<file path="src/rtl/demux_dispatch_ctrl.sv">
// demux_dispatch_ctrl
// Front-end sequencer for the 1-to-4 demultiplexer datapath. It holds one item
// in a single-entry buffer and steers it to one of four channels, either in
// round-robin order or by an explicit destination field. It also keeps a
// saturating delivery count for each channel.
module demux_dispatch_ctrl #(
    parameter int DATA_W = 8,
    parameter int CNT_W  = 8
) (
    input  logic                 clk,
    input  logic                 rst,
    input  logic                 mode,
    input  logic                 in_valid,
    output logic                 in_ready,
    input  logic [DATA_W-1:0]    in_data,
    input  logic [1:0]           in_dest,
    output logic [3:0]           out_valid,
    input  logic [3:0]           out_ready,
    output logic [DATA_W-1:0]    out_data,
    output logic [1:0]           out_sel,
    output logic                 busy,
    output logic [4*CNT_W-1:0]   sent_count
);

    typedef enum logic {
        EMPTY = 1'b0,
        FULL  = 1'b1
    } state_t;

    localparam logic [CNT_W-1:0] CNT_MAX = {CNT_W{1'b1}};

    state_t             state_q;
    logic [1:0]         rrPtr_q;
    logic [1:0]         outSel_q;
    logic [DATA_W-1:0]  outData_q;
    logic [CNT_W-1:0]   count_q [4];
    logic [CNT_W-1:0]   count_d [4];

    logic               isFull;
    logic               fire;
    logic               capture;

    assign isFull  = (state_q == FULL);

    // Only the bound channel's ready matters; other channels never cause a
    // delivery.
    assign fire    = isFull & out_ready[outSel_q];

    // Refill in the same cycle as a delivery keeps throughput at one item per
    // cycle. This makes out_ready -> in_ready a combinational path.
    assign in_ready = ~rst & (~isFull | fire);
    assign capture  = in_valid & in_ready;

    assign busy     = isFull;
    assign out_sel  = outSel_q;
    assign out_data = outData_q;

    // One-hot offer on the bound channel while the buffer holds an item.
    always_comb begin
        out_valid = 4'b0000;
        if (isFull) begin
            out_valid[outSel_q] = 1'b1;
        end
    end

    // Buffer state machine: capture loads a new item and its channel binding;
    // a delivery with no refill frees the buffer.
    always_ff @(posedge clk or posedge rst) begin
        if (rst) begin
            state_q   <= EMPTY;
            rrPtr_q   <= 2'd0;
            outSel_q  <= 2'd0;
            outData_q <= '0;
        end else begin
            if (capture) begin
                state_q   <= FULL;
                outData_q <= in_data;
                outSel_q  <= mode ? in_dest : rrPtr_q;
                if (!mode) begin
                    rrPtr_q <= rrPtr_q + 2'd1;
                end
            end else if (fire) begin
                state_q <= EMPTY;
            end
        end
    end

    // Next-count logic: the delivering channel steps by one and sticks at its
    // maximum instead of wrapping.
    always_comb begin
        for (int k = 0; k < 4; k++) begin
            count_d[k] = count_q[k];
            if (fire && (outSel_q == 2'(k)) && (count_q[k] != CNT_MAX)) begin
                count_d[k] = count_q[k] + 1'b1;
            end
        end
    end

    // Per-channel delivery counters.
    always_ff @(posedge clk or posedge rst) begin
        if (rst) begin
            for (int k = 0; k < 4; k++) begin
                count_q[k] <= '0;
            end
        end else begin
            for (int k = 0; k < 4; k++) begin
                count_q[k] <= count_d[k];
            end
        end
    end

    // Pack counters so channel k sits at bits [k*CNT_W +: CNT_W].
    always_comb begin
        sent_count = '0;
        for (int k = 0; k < 4; k++) begin
            sent_count[k*CNT_W +: CNT_W] = count_q[k];
        end
    end

endmodule

</file>
<file path="config.mk">
export PLATFORM = sky130hd
export DESIGN_NAME = demux_dispatch_ctrl
export DESIGN_NICKNAME = d
export VERILOG_FILES = /design/src/rtl/demux_dispatch_ctrl.sv
export SDC_FILE = /design/constraint.sdc
export NUM_CORES = 1
export LEC_CHECK = 0
export BUFFER_PORTS_ARGS = -buffer_cell sky130_fd_sc_hd__clkbuf_2
export CAP_MARGIN = 25
export CORE_ASPECT_RATIO = 0.6
export CORE_MARGIN = 2
export CORE_UTILIZATION = 30
export DETAILED_ROUTE_END_ITERATION = 16
export PLACE_DENSITY = 0.54
export SYNTH_ARGS = -nofsm -noshare
export SYNTH_HDL_FRONTEND = slang
export SYNTH_SLANG_ARGS = --single-unit
</file>
<file path="constraint.sdc">
create_clock -name clk -period 1.8 [get_ports clk]
set_input_delay 0.09 -clock clk [delete_from_list [all_inputs] [get_ports clk]]
set_output_delay 0.09 -clock clk [all_outputs]
set_load 0.005 [all_outputs]
</file>
# Word-level counts from Yosys, hierarchy flattened
# Index checks and enable logic that the tools add are counted.
[totals]
output_inout_bits = 48
input_bits = 18
register_bits = 45
wordCells = 49
[op_classes]
n_lt_le_gt_ge = 2
eq_ne = 7
bitwise_logic = 7
add_sub_neg = 5
n_mux = 8
reduce_logical = 12
[op_table]
columns = ["operator", "count"]
rows = [
  ["8-bit by 1-bit adder with 8-bit output, second input constant", 4],
  ["8-bit != test, second input constant", 4],
  ["1-bit logical AND", 9],
  ["2-bit equality test, second input constant", 2],
  ["1-bit 2-to-1 mux", 4],
  ["4-bit 2-to-1 mux", 1],
  ["1-bit AND", 3],
  ["2-bit by 3-bit less-than comparator with 1-bit output, second input constant", 1],
  ["1-bit NOT", 3],
  ["2-bit by 1-bit adder with 2-bit output, second input constant", 1],
  ["1-bit binary-select mux with 2-bit select", 1],
  ["1-bit demux with 2-bit select", 1],
  ["2-bit by 1-bit equality test with 1-bit output, second input constant", 1],
  ["2-bit by 1-bit greater-or-equal comparator with 1-bit output, second input constant", 1],
  ["2-bit zero test", 1],
  ["2-bit 2-to-1 mux", 1],
  ["2-bit AND reduction", 1],
  ["2-bit nonzero test", 1],
  ["1-bit OR", 1],
]

# Logic depth before layout (Yosys ltp)
[logic_depth]
ltp_word = 7
depth_mapped = 6
mapped_depth_nobuf = 5

# Least setup slack after synthesis
# OpenSTA, ideal clock, no wires.
[synth_timing]
kind = "reg-to-reg"
from = "reg outSel_q[1], in the netlist out_sel[1]"
to = "reg outData_q[0], in the netlist out_data[0]"
slack_ns = 0.119
stages_incl_launch_ff = 6
required_ns = 1.673
setup_time_ns = 0.127
t_arrival_ns = 1.554
synth_period_minus_slack_ns = 1.681
path_buffers = 2
path_cell_list = "dfrtp_1 > buf_6 > mux2i_1 > a221oi_4 > buf_6 > mux2_1"
[synth_via]
elab_chain_cells = 6
[synth_rtl]
columns = ["item", "line", "source"]
rows = [
  ["start: declaration", "34", "logic [1:0] outSel_q;"],
  ["start signal: assignment", "78", "outSel_q <= mode ? in_dest : rrPtr_q;"],
  ["1-bit binary-select mux with 2-bit select", "47", "assign fire = isFull & out_ready[outSel_q];"],
  ["1-bit 2-to-1 mux (not written as such)", "47", ""],
  ["1-bit AND", "47", ""],
  ["1-bit OR", "51", "assign in_ready = ~rst & (~isFull | fire);"],
  ["1-bit AND", "51", ""],
  ["1-bit AND", "52", "assign capture = in_valid & in_ready;"],
  ["end signal: assignment", "77", "outData_q <= in_data;"],
  ["end: declaration", "35", "logic [DATA_W-1:0] outData_q;"],
]
# Every way passes these cells. The select of a mux whose other input is x is not followed.
# A chain may end at the register's enable or synchronous reset.

# Worst setup path after layout
[layout_timing]
from = "reg outSel_q[1], in the netlist out_sel[1]"
to = "reg count_q (netlist bit sent_count[14])"
[layout_via]
elab_chain_cells = 5
word_cells_on_any_way = 6
classes_between = "1 x eq/ne; 2 x mux; 1 x bitwise; 2 x reduce/logical"
[layout_rtl]
columns = ["item", "line", "source"]
rows = [
  ["1-bit binary-select mux with 2-bit select", "47", ""],
  ["1-bit 2-to-1 mux (not written as such)", "47", ""],
  ["1-bit AND", "47", ""],
  ["1-bit logical AND (*) (2 in series)", "93", "if (fire && (outSel_q == 2'(k)) && (count_q[k] != CNT_MAX)) begin"],
  ["end signal: indexed assignment", "107", "count_q[k] <= count_d[k];"],
  ["end: declaration", "36", "logic [CNT_W-1:0] count_q [4];"],
]
# Mark *: on every way between the ends. The rest lies on a longest branch, timed or not. The select of a mux whose other input is x is not followed.

==> results list <==
* Status: finished, violations left
- Violations in the final reports: DRC
- The placed instances occupy a cell area of 0.00262 mm^2.
* Max clock buf depth: 2
- Number of distinct library cells after synthesis: 30
- The die is between 60 and 70 um tall.
- The first global-routing pass estimated roughly 8.0 mm of wire.
* Clock root buffer: sky130_fd_sc_hd__clkbuf_16
* Worst reg2reg path startpoint: out_sel[1]
- Along the worst path, the maximum fanout reaches 10.
* Fraction of the core area covered by cells at the end of the flow: ~41%
- All-layer global routing usage: between 10% and 20%
* Path category of the worst min-delay check: in2reg
- Number of filler instances in the final layout: about 670
- The worst path needs approximately 1.7 ns of the cycle, external delays included.
- At the pin with the least slew margin, the transition time is about 0.43 ns.
- Clock slew seen by the registers of the worst setup and hold paths: 0.06 ns
* Worst path top cell family by delay: simple AND/OR/NAND/NOR gates
- Switching part of the total power: approximately 32%
* Pwr Density: 1270 mW/mm^2
* Multiplexer share of the synthesized area: a little under a tenth
* DRC Markers: 2
* Slew HR: 71.4%
- The worst path uses 92.5% of the clock period.
- Routability congestion estimate from global placement: 0.849
* Critical Path Slowest Stage Cell: sky130_fd_sc_hd__dfrtp_2
- From synthesis to final layout, the design area changed by 29.2%.
- The number of antenna violations at the first check in global routing was 0.
- Post-Route Setup TNS: 0 ns
- Critical path endpoint category: flop
- The later pin in the worst-skew pair is clocked with a latency of around 0.28 ns.
* Die footprint: around 0.0079 mm^2
* Initial Utilization: around a third
- Required time at the endpoint of the critical path: just under 2 ns
- Max-Cap Viols: 0
* Grt total ovfl: 0
* Num rows: 23
- For the worst setup path, the data arrival time is 1.83 ns.
* Wire length reported by the detailed router: ~4.7 mm
* Maximum clock frequency: ~600 MHz
- During I/O placement, the number of pins put on the boundary was 66.
- Largest net degree at the start of global routing: 28
- Biggest cell delay along the critical path: around 0.47 ns
- The mapped netlist covers 0.00214 mm^2.
* Cell-by-cell listing of the critical path: and4b_2, and3_1, and4_1, mux2_2
- Of the total power, registers draw a little under half.
* Core box area: 0.00679 mm^2
- Number of global-route vias before repair: between 1500 and 2000
- Finished layout cell area: about 0.0028 mm^2
* Via count: about 1600
- Syn. warnings: 0
- Seq/Total Area, Yosys: a little over half
* Ys flop type: sky130_fd_sc_hd__dfrtp_1
* Main combinational cell family by area after synthesis: simple AND/OR/NAND/NOR gates
- NumNets Final: roughly 290
- A synthesized cell averages roughly 11 um^2.
* CTS tree: built
- The internal portion of the total power is between 2000 and 2500 uW.
- The H-tree generated during clock tree synthesis spans 2 levels.
- Layout cells sized above 1: ~35%
- Antenna Nets Post-Route: 0
- Gate count of the mapped netlist: between 150 and 200
- Via count normalized by instance count: ~4.6
- Post-CTS Repair Setup Buffers: 0
* #FFs+latches synth: 45
* Number of buffers added by the clock tree synthesis step: 5
* Synthesized-area fraction occupied by and/or/nand/nor cells: 18.5%
- The count of pins over their slew limit was 0.
* Number of enable-type register cells in the synthesized netlist: 0
- # clock sinks: 45
- Summed over all nets, the switching power comes to around 1100 uW.
- First-pass iteration count of the detailed router: 10
- In this run, the clock network consumes between 20% and 30% of the power.
- Final-report hold violation count: 0
- Total half-perimeter wirelength after legalization and detailed placement: about 3.5 mm
- Synthesized net count: about 210
- The critical path starts at out_sel[1].
- Leak Pwr: roughly 0.0014 uW
- The die is around 110 um wide.
* R2r setup slk: 0.14 ns
- After detailed routing, the average wire length per cell comes to approximately 13 um.
* Initial DRC count: 75
* RSZ-0062 raised after global routing: no
- Final worst clock skew: 0.00319 ns
- Synth Area in Compound Gates: around 6.5%
* Worst Min Path Start: in_data[4]
* Adder and majority cell fraction of the synthesized area: 2.33%
* Quantity of I/O buffers inserted on ports: 65
* Max VDD drop: 593 uV
- The critical path in this run is classified as reg2reg.
- For this run, asynchronously set or reset flops after synthesis account for 100%.
- The number of antenna diodes in the final layout is 0.
* Number of buffers and inverters on the critical path: 0
* Launching element type of the critical path: flop
- Worst hold margin: 0.0254 ns
- Final setup fails: 0
* Share of the synthesized netlist area taken by xor and xnor gates: between 8 and 9%
- In this run, the combinational gates consume between 20% and 30% of the power.
==> what timing repair did <==
| action | CTS | global route |
|---|---|---|
| hold buffers | 1 | 0 |
| endpoints found under the hold margin | 18 | 0 |
| gates resized for setup | 0 | 2 |
| setup endpoints to repair | 0 | 2 |
==> worst register-to-register path, stage by stage (launching register included) <==
cell	delay, ns
sky130_fd_sc_hd__dfrtp_2	0.47
sky130_fd_sc_hd__and4b_2	0.35
sky130_fd_sc_hd__and3_1	0.20
sky130_fd_sc_hd__and4_1	0.20
sky130_fd_sc_hd__mux2_2	0.32
==> cells by family after synthesis <==
logic type,Yosys count
XOR/XNOR,22
flip-flops,45
adder cells (fa/ha/maj),4
buffers and inverters,7
AO/OA/AOI/OAI,21
AND/OR/NAND/NOR,72
multiplexers,18
==> registers in the layout, indices dropped and copies added, names as in the netlist <==
register and cells:
rrPtr_q 2, out_sel 2, out_data 8, busy 1
sent_count 32
==> per-layer routing <==
metal	wire (um)	vias up	share of wire (%)	GRT usage [%]
li1	-	825	-	-
met4	52	0	1.1	3.52
met5	0	-	0	0
met2	1820	62	39	17.9
met1	2400	735	51	18.0
met3	389	7	8.4	5.07
==> worst paths after layout <==
path                                   to  depth (start not counted)
setup / recovery           sent_count[14]                          4
hold / removal                out_data[4]                          2
setup reg to reg           sent_count[14]                          4
hold reg to reg                rrPtr_q[0]                          1
max in group asynchronous      out_sel[1]                          4
min in group asynchronous  sent_count[30]                          3
==> power groups by stage <==
stage / clock network [uW] / logic, uW / registers (uW)
2_1_floorplan: 0 / 587 / 1590
3_3_place_gp: 0 / 1010 / 1640
3_5_place_dp: 0 / 1030 / 1640
4_1_cts: 908 / 1030 / 1630
5_1_grt: 957 / 1150 / 1690
6_report: 869 / 1010 / 1640
==> stage by stage <==
stage               power [uW]  worst slack [ns]  cells
floorplan                 2170             0.119    189
global placement          2650             0.124    344
detailed placement        2670            0.0838    344
CTS                       3570            0.0710    353
global route              3800            0.0422    353
finish                    3520             0.135    353
==> cells in the mapped netlist, types with 2 or more instances <==
| library cell | instances | area [um^2] |
|---|---|---|
| sky130_fd_sc_hd__nand2_1 | 13 | 48.8 |
| sky130_fd_sc_hd__mux2_2 | 10 | 113 |
| sky130_fd_sc_hd__mux2_1 | 5 | 56.3 |
| sky130_fd_sc_hd__nor3b_1 | 2 | 15.0 |
| sky130_fd_sc_hd__inv_1 | 5 | 18.8 |
| sky130_fd_sc_hd__and2_1 | 2 | 12.5 |
| sky130_fd_sc_hd__a21oi_1 | 8 | 40.0 |
| sky130_fd_sc_hd__nand2b_1 | 4 | 25.0 |
| sky130_fd_sc_hd__ha_1 | 4 | 50.1 |
| sky130_fd_sc_hd__nor2_1 | 13 | 48.8 |
| sky130_fd_sc_hd__nand3_1 | 7 | 35.0 |
| sky130_fd_sc_hd__nor3_1 | 4 | 20.0 |
| sky130_fd_sc_hd__dfrtp_1 | 45 | 1130 |
| sky130_fd_sc_hd__xnor2_1 | 13 | 114 |
| sky130_fd_sc_hd__o211ai_1 | 2 | 15.0 |
| sky130_fd_sc_hd__and4b_1 | 2 | 20.0 |
| sky130_fd_sc_hd__o21ai_0 | 7 | 35.0 |
| sky130_fd_sc_hd__buf_6 | 2 | 22.5 |
| sky130_fd_sc_hd__nor2b_1 | 4 | 25.0 |
| sky130_fd_sc_hd__nand4_1 | 9 | 56.3 |
| sky130_fd_sc_hd__mux2i_1 | 3 | 30.0 |
| sky130_fd_sc_hd__and4_1 | 3 | 26.3 |
| sky130_fd_sc_hd__and3_1 | 7 | 43.8 |
| sky130_fd_sc_hd__xor2_1 | 9 | 78.8 |
==> cell usage in the layout, fill, tap and decap left out, types with 5 or more instances in the layout <==
master / Yosys / routed
sky130_fd_sc_hd__clkbuf_2: 0 / 65
sky130_fd_sc_hd__dfrtp_1: 45 / 44
sky130_fd_sc_hd__nand2_1: 13 / 13
sky130_fd_sc_hd__xnor2_1: 13 / 13
sky130_fd_sc_hd__nor2_1: 13 / 13
sky130_fd_sc_hd__mux2_2: 10 / 10
sky130_fd_sc_hd__nand4_1: 9 / 9
sky130_fd_sc_hd__xor2_1: 9 / 9
sky130_fd_sc_hd__a21oi_1: 8 / 8
sky130_fd_sc_hd__and3_1: 7 / 7
sky130_fd_sc_hd__nand3_1: 7 / 7
sky130_fd_sc_hd__o21ai_0: 7 / 7
sky130_fd_sc_hd__mux2_1: 5 / 5
sky130_fd_sc_hd__clkbuf_16: 0 / 5
==> cell type report <==
| type | instances | area (um^2) | area share (%) |
|---|---|---|---|
| inverters | 5 | 18.8 | 0.678 |
| repair buffers | 71 | 398 | 14.4 |
| flip-flops and latches | 45 | 1130 | 40.7 |
| well taps | 87 | 109 | 3.93 |
| clock inverters | 2 | 10.0 | 0.361 |
| multi-input cells | 137 | 978 | 35.3 |
| clock buffers | 6 | 129 | 4.65 |
Power figures use the tool's default switching activity.
